<file path="config.mk">
export PLATFORM = sky130hd
export DESIGN_NAME = debounce_bank_flat
export DESIGN_NICKNAME = d
export VERILOG_FILES = /design/src/rtl/debounce_bank_if.sv /design/src/rtl/debounce_bank.sv /design/src/flat_wrapper.sv
export SDC_FILE = /design/constraint.sdc
export NUM_CORES = 1
export LEC_CHECK = 0
export BUFFER_PORTS_ARGS = -buffer_cell sky130_fd_sc_hd__buf_2
export CAP_MARGIN = 10
export CORE_ASPECT_RATIO = 1.25
export CORE_UTILIZATION = 45
export DETAILED_ROUTE_END_ITERATION = 12
export SETUP_SLACK_MARGIN = 0.15
export SYNTH_ARGS = -nofsm -noshare
export SYNTH_HDL_FRONTEND = slang
export SYNTH_SLANG_ARGS = --single-unit
</file>
<file path="constraint.sdc">
create_clock -name i_CLK -period 2 [get_ports i_CLK]
set_clock_uncertainty 0.1 [all_clocks]
set_input_delay 0.6 -clock i_CLK [delete_from_list [all_inputs] [get_ports i_CLK]]
set_output_delay 0.6 -clock i_CLK [all_outputs]
set_load 0.03 [all_outputs]
</file>
<file path="src/rtl/debounce_bank_if.sv">
// Switch-side bundle for debounce_bank: tick enable and raw switches in,
// debounced levels and edge strobes out.
interface debounce_bank_if #(
    parameter int N_CH = 4
);
    logic            i_EN;
    logic [N_CH-1:0] i_SW;
    logic [N_CH-1:0] o_DB;
    logic [N_CH-1:0] o_RISE;
    logic [N_CH-1:0] o_FALL;

    modport master (
        output i_EN,
        output i_SW,
        input  o_DB,
        input  o_RISE,
        input  o_FALL
    );

    modport slave (
        input  i_EN,
        input  i_SW,
        output o_DB,
        output o_RISE,
        output o_FALL
    );
endinterface

</file>
<file path="src/rtl/debounce_bank.sv">
// N-channel switch debouncer: per-channel synchroniser and debounce FSM sharing one
// divided tick. MODE 0 reacts at once then locks out; MODE 1 reacts after a stable window.
module debounce_bank #(
    parameter int N_CH         = 4,
    parameter int DVSR         = 1000000,
    parameter int STABLE_TICKS = 1,
    parameter int SYNC_STAGES  = 2,
    parameter int MODE         = 0
) (
    input  logic             i_CLK,
    input  logic             i_RST_N,
    debounce_bank_if.slave   bus
);

    localparam int TW = (DVSR > 1) ? $clog2(DVSR) : 1;
    localparam int CW = (STABLE_TICKS > 0) ? $clog2(STABLE_TICKS + 1) : 1;
    localparam logic [TW-1:0] TICK_LAST = TW'(DVSR - 1);
    localparam logic [CW-1:0] CNT_LAST  = CW'(STABLE_TICKS - 1);

    typedef enum logic [2:0] {
        ST_ZERO,
        ST_HOLD_ONE,
        ST_ONE,
        ST_HOLD_ZERO,
        ST_WAIT_ONE,
        ST_WAIT_ZERO
    } state_t;

    logic [TW-1:0] tcnt;
    logic          tick;

    always_ff @(posedge i_CLK or negedge i_RST_N) begin
        if (!i_RST_N) begin
            tcnt <= '0;
        end else if (!bus.i_EN || tcnt == TICK_LAST) begin
            tcnt <= '0;
        end else begin
            tcnt <= tcnt + TW'(1);
        end
    end

    assign tick = bus.i_EN && (tcnt == TICK_LAST);

    for (genvar i = 0; i < N_CH; i++) begin : g_ch
        logic [SYNC_STAGES-1:0] sync;
        logic                   s;
        state_t                 state;
        logic [CW-1:0]          cnt;
        logic                   db;
        logic                   rise;
        logic                   fall;
        logic                   win_done;

        always_ff @(posedge i_CLK or negedge i_RST_N) begin
            if (!i_RST_N) begin
                sync <= '0;
            end else begin
                sync <= {sync[SYNC_STAGES-2:0], bus.i_SW[i]};
            end
        end

        assign s        = sync[SYNC_STAGES-1];
        assign win_done = tick && (cnt == CNT_LAST);

        // Level and strobes are written alongside the state so they change on the same edge.
        always_ff @(posedge i_CLK or negedge i_RST_N) begin
            if (!i_RST_N) begin
                state <= ST_ZERO;
                cnt   <= '0;
                db    <= 1'b0;
                rise  <= 1'b0;
                fall  <= 1'b0;
            end else begin
                rise <= 1'b0;
                fall <= 1'b0;
                case (state)
                    ST_ZERO: begin
                        if (s) begin
                            cnt <= '0;
                            if (MODE == 0) begin
                                state <= ST_HOLD_ONE;
                                db    <= 1'b1;
                                rise  <= 1'b1;
                            end else begin
                                state <= ST_WAIT_ONE;
                            end
                        end
                    end
                    ST_ONE: begin
                        if (!s) begin
                            cnt <= '0;
                            if (MODE == 0) begin
                                state <= ST_HOLD_ZERO;
                                db    <= 1'b0;
                                fall  <= 1'b1;
                            end else begin
                                state <= ST_WAIT_ZERO;
                            end
                        end
                    end
                    ST_HOLD_ONE: begin
                        if (win_done) begin
                            state <= ST_ONE;
                        end else if (tick) begin
                            cnt <= cnt + CW'(1);
                        end
                    end
                    ST_HOLD_ZERO: begin
                        if (win_done) begin
                            state <= ST_ZERO;
                        end else if (tick) begin
                            cnt <= cnt + CW'(1);
                        end
                    end
                    ST_WAIT_ONE: begin
                        // Input falling back before the window closes wins over completion.
                        if (!s) begin
                            state <= ST_ZERO;
                        end else if (win_done) begin
                            state <= ST_ONE;
                            db    <= 1'b1;
                            rise  <= 1'b1;
                        end else if (tick) begin
                            cnt <= cnt + CW'(1);
                        end
                    end
                    ST_WAIT_ZERO: begin
                        if (s) begin
                            state <= ST_ONE;
                        end else if (win_done) begin
                            state <= ST_ZERO;
                            db    <= 1'b0;
                            fall  <= 1'b1;
                        end else if (tick) begin
                            cnt <= cnt + CW'(1);
                        end
                    end
                    default: begin
                        state <= ST_ZERO;
                        db    <= 1'b0;
                    end
                endcase
            end
        end

        assign bus.o_DB[i]   = db;
        assign bus.o_RISE[i] = rise;
        assign bus.o_FALL[i] = fall;
    end

endmodule

</file>
<file path="src/flat_wrapper.sv">
// flat-port wrapper written by rule: the top's interface ports become plain ports
module debounce_bank_flat 
#(
    parameter int N_CH         = 4,
    parameter int DVSR         = 1000000,
    parameter int STABLE_TICKS = 1,
    parameter int SYNC_STAGES  = 2,
    parameter int MODE         = 0
)
  (i_CLK, i_RST_N, bus_i_EN, bus_i_SW, bus_o_DB, bus_o_RISE, bus_o_FALL);
  debounce_bank_if #(.N_CH(N_CH)) bus_i ();
  input  logic i_CLK;
  input  logic i_RST_N;
  input wire logic [$bits(bus_i.i_EN)-1:0] bus_i_EN;
  input wire logic [$bits(bus_i.i_SW)-1:0] bus_i_SW;
  output wire logic [$bits(bus_i.o_DB)-1:0] bus_o_DB;
  output wire logic [$bits(bus_i.o_RISE)-1:0] bus_o_RISE;
  output wire logic [$bits(bus_i.o_FALL)-1:0] bus_o_FALL;
  assign bus_i.i_EN = bus_i_EN;
  assign bus_i.i_SW = bus_i_SW;
  assign bus_o_DB = bus_i.o_DB;
  assign bus_o_RISE = bus_i.o_RISE;
  assign bus_o_FALL = bus_i.o_FALL;
  debounce_bank #(.N_CH(N_CH), .DVSR(DVSR), .STABLE_TICKS(STABLE_TICKS), .SYNC_STAGES(SYNC_STAGES), .MODE(MODE)) u_core (.i_CLK(i_CLK), .i_RST_N(i_RST_N), .bus(bus_i));
endmodule
</file>
==> metrics <==
status=finished clean; antenna fix cells=0; worst min-delay path category=in2async; nets=321; Root Driver=clkbuf_8; initial DRC count=105; Max-Slew Margin vs Limit=0.749; CTS H-tree lvls=2; Initial Utilization=0.463; # setup viols final=0; multi-input logic area=1320 um2; Synth top area share=0.490; critical path required time=2.09 ns; Final Core Density=0.530; Gate Count Post-Synth=294; asr flop ratio synth=1.00; area occupied by registers=1400 um2; main flop type after synthesis=dfrtp_1; crit end category=flip-flop; Yosys warnings=0; RSZ-0062 raised after global routing=true; die height=91.1 um; leading area contributor after synthesis=dfrtp_1; remaining antenna violation count=0; number of synthesized register bits=56; Routed WL per cell=13.4 um; number of fill cells in the layout=583; commonest non-fill, non-tap cells in the layout=56 x dfrtp_1, 28 x nor2_1, 18 x buf_2; worst vdd ir=0.342 mV; largest net degree at the start of global routing=57; top cells by area, synth=dfrtp_1 49%, xnor2_1 4.9%, nor2_1 4.2%; Reg clk slew, reported paths=0.09 ns; Power Total=1.91 mW; gr usage total=0.170; overall die area=6670 um2; initial antenna violation count=0; port buffer count=18; routed via count=2132; crit-path max FO=11; Max clock buf depth=2; I/O pin count=19; Highest Clock Rate=511 MHz; CTS tree=built; max-slew violation count=0; min Tclk post-route=1.96 ns; Crit Path Class=reg2reg; max cap viols=0; P&R area growth vs syn=14.3%; mapped cell area=2860 um2; number of flops mapped to enable cells by yosys=0; Fin. Hold Viols=0; PwrDens=583 nW/um2; # hold bufs at CTS=0; fin crit share=0.978; Fin Setup TNS=0 ns; number of global-route vias before repair=2042; num rows=32; drc violations=0; CP startpoint kind=flip-flop; Tightest Pin Transition=0.375 ns; Num CTS Buffers=5; vias per cell=5.34; commonest non-fill, non-tap cell in the layout=dfrtp_1; unique cell type count in the Yosys netlist=48; Worst-Skew Late Latency=0.30 ns; Sink Count=56; DRT Pass-1 Iters=4; Mapped Avg Cell Area=9.72 um2; die width=73.3 um; Data arrival, critical path=2.05 ns; fraction of layout instances using a drive strength above 1=0.236; final wirelength=5340 um; Leakage Power=1.39 nW; Seq/Total Area, Yosys=0.490; dpl hpwl=3380 um; routability cong.=0.769; Core Region=6170 um2; GR Overflow Total=0; syn nets=302; first-pass GRT wire length=8960 um
[state kept, by name, indices dropped and copies added, names as in the netlist]
name,count
u_core.g_ch.rise,4
u_core.g_ch.fall,4
u_core.g_ch.cnt,4
u_core.g_ch.db,4
u_core.g_ch.sync,8
u_core.tcnt,20
u_core.g_ch.state,12
[cell usage after synthesis, types with 2 or more instances]
library cell / count
dfrtp_1: 56
nor2_1: 32
a21oi_1: 17
xnor2_1: 16
inv_1: 14
nand2_1: 14
clkbuf_1: 13
buf_4: 12
nand3_1: 12
o21ai_0: 11
nor3_1: 9
xor2_1: 6
nand4_1: 5
nor3b_1: 5
or3_1: 5
and2_1: 4
and3_1: 4
nor2b_1: 4
nor3_2: 4
o211ai_1: 4
o221ai_1: 4
a211o_1: 3
a211oi_1: 3
a221oi_1: 3
and4b_1: 3
nor4_1: 3
and3_4: 2
nand2b_1: 2
nor4_2: 2
o31ai_1: 2
o41ai_1: 2
or3_4: 2
[worst paths after layout]
path | endpoint | cells after the start | from | slack [ns]
max in group asynchronous | u_core.g_ch[2].fall$_DFF_PN0_ | 2 | i_RST_N | 1.36
min | u_core.g_ch[1].sync[1]$_DFF_PN0_ | 2 | i_RST_N | 0.16
min in group i_CLK | u_core.g_ch[0].sync[1]$_DFF_PN0_ | 0 | u_core.g_ch[0].sync[0]$_DFF_PN0_ | 0.26
max reg2reg | u_core.g_ch[0].cnt$_DFFE_PN0P_ | 7 | u_core.tcnt[0]$_DFF_PN0_ | 0.04
max | u_core.g_ch[0].cnt$_DFFE_PN0P_ | 7 | u_core.tcnt[0]$_DFF_PN0_ | 0.04
min reg2reg | u_core.g_ch[0].sync[1]$_DFF_PN0_ | 0 | u_core.g_ch[0].sync[0]$_DFF_PN0_ | 0.26
[power by group]
group	internal (mW)	switching [mW]
Combinational	0.0414	0.0602
Clock	0.283	0.339
Sequential	1.15	0.0301
Total	1.48	0.429
[worst max-delay path, stage by stage (launching register included)]
cell and delay (ns):
dfrtp_1 0.36, ha_2 0.18, and3_4 0.17, nand4_1 0.14, buf_12 0.19, or2_4 0.28, o21a_1 0.19, o221a_2 0.23
[per-stage QoR]
stage	hold WS (ns)	setup WS (ns)	cells	cell area (um2)
2_1_floorplan	0.204	0.113	294	2880
3_3_place_gp	0.233	0.0793	380	3010
3_5_place_dp	0.237	0.0469	380	3010
4_1_cts	0.195	0.0385	393	3150
5_1_grt	0.201	-0.0689	399	3270
6_report	0.164	0.0442	399	3270
[cell families (layout without fill, tap and decap cells)]
logic type,Yosys count,in the layout,share of synthesized area
compound gates,56,56,0.129
xor+xnor,22,22,0.0674
fa+ha+maj,1,1,0.00438
buf+inv,42,62,0.0740
flops,56,56,0.490
simple gates,117,117,0.235
[routing by layer]
layer | global-route usage | wire [um] | vias to the layer above
met5 | 0 | 0 | -
met3 | 0.0366 | 145 | 4
met1 | 0.204 | 2300 | 1045
met2 | 0.299 | 2830 | 28
met4 | 0.0507 | 65 | 0
li1 | - | - | 1055
[area by class of cell]
type	count	share of cell area
tap	85	0.0326
timing repair buffer	40	0.0904
sequential	56	0.429
inverter	14	0.0161
clock buffer	8	0.0276
multi-input combinational	196	0.404
[timing repair]
item / 4_1_cts / 5_1_grt
buffers inserted: 5 / 3
endpoints found under the setup margin: 10 / 42
cloned: 0 / 3
hold endpoints to repair: 0 / 0
gates resized for setup: 1 / 23
pin swaps: 1 / 5
No activity file was read; power rests on OpenSTA's default activity.
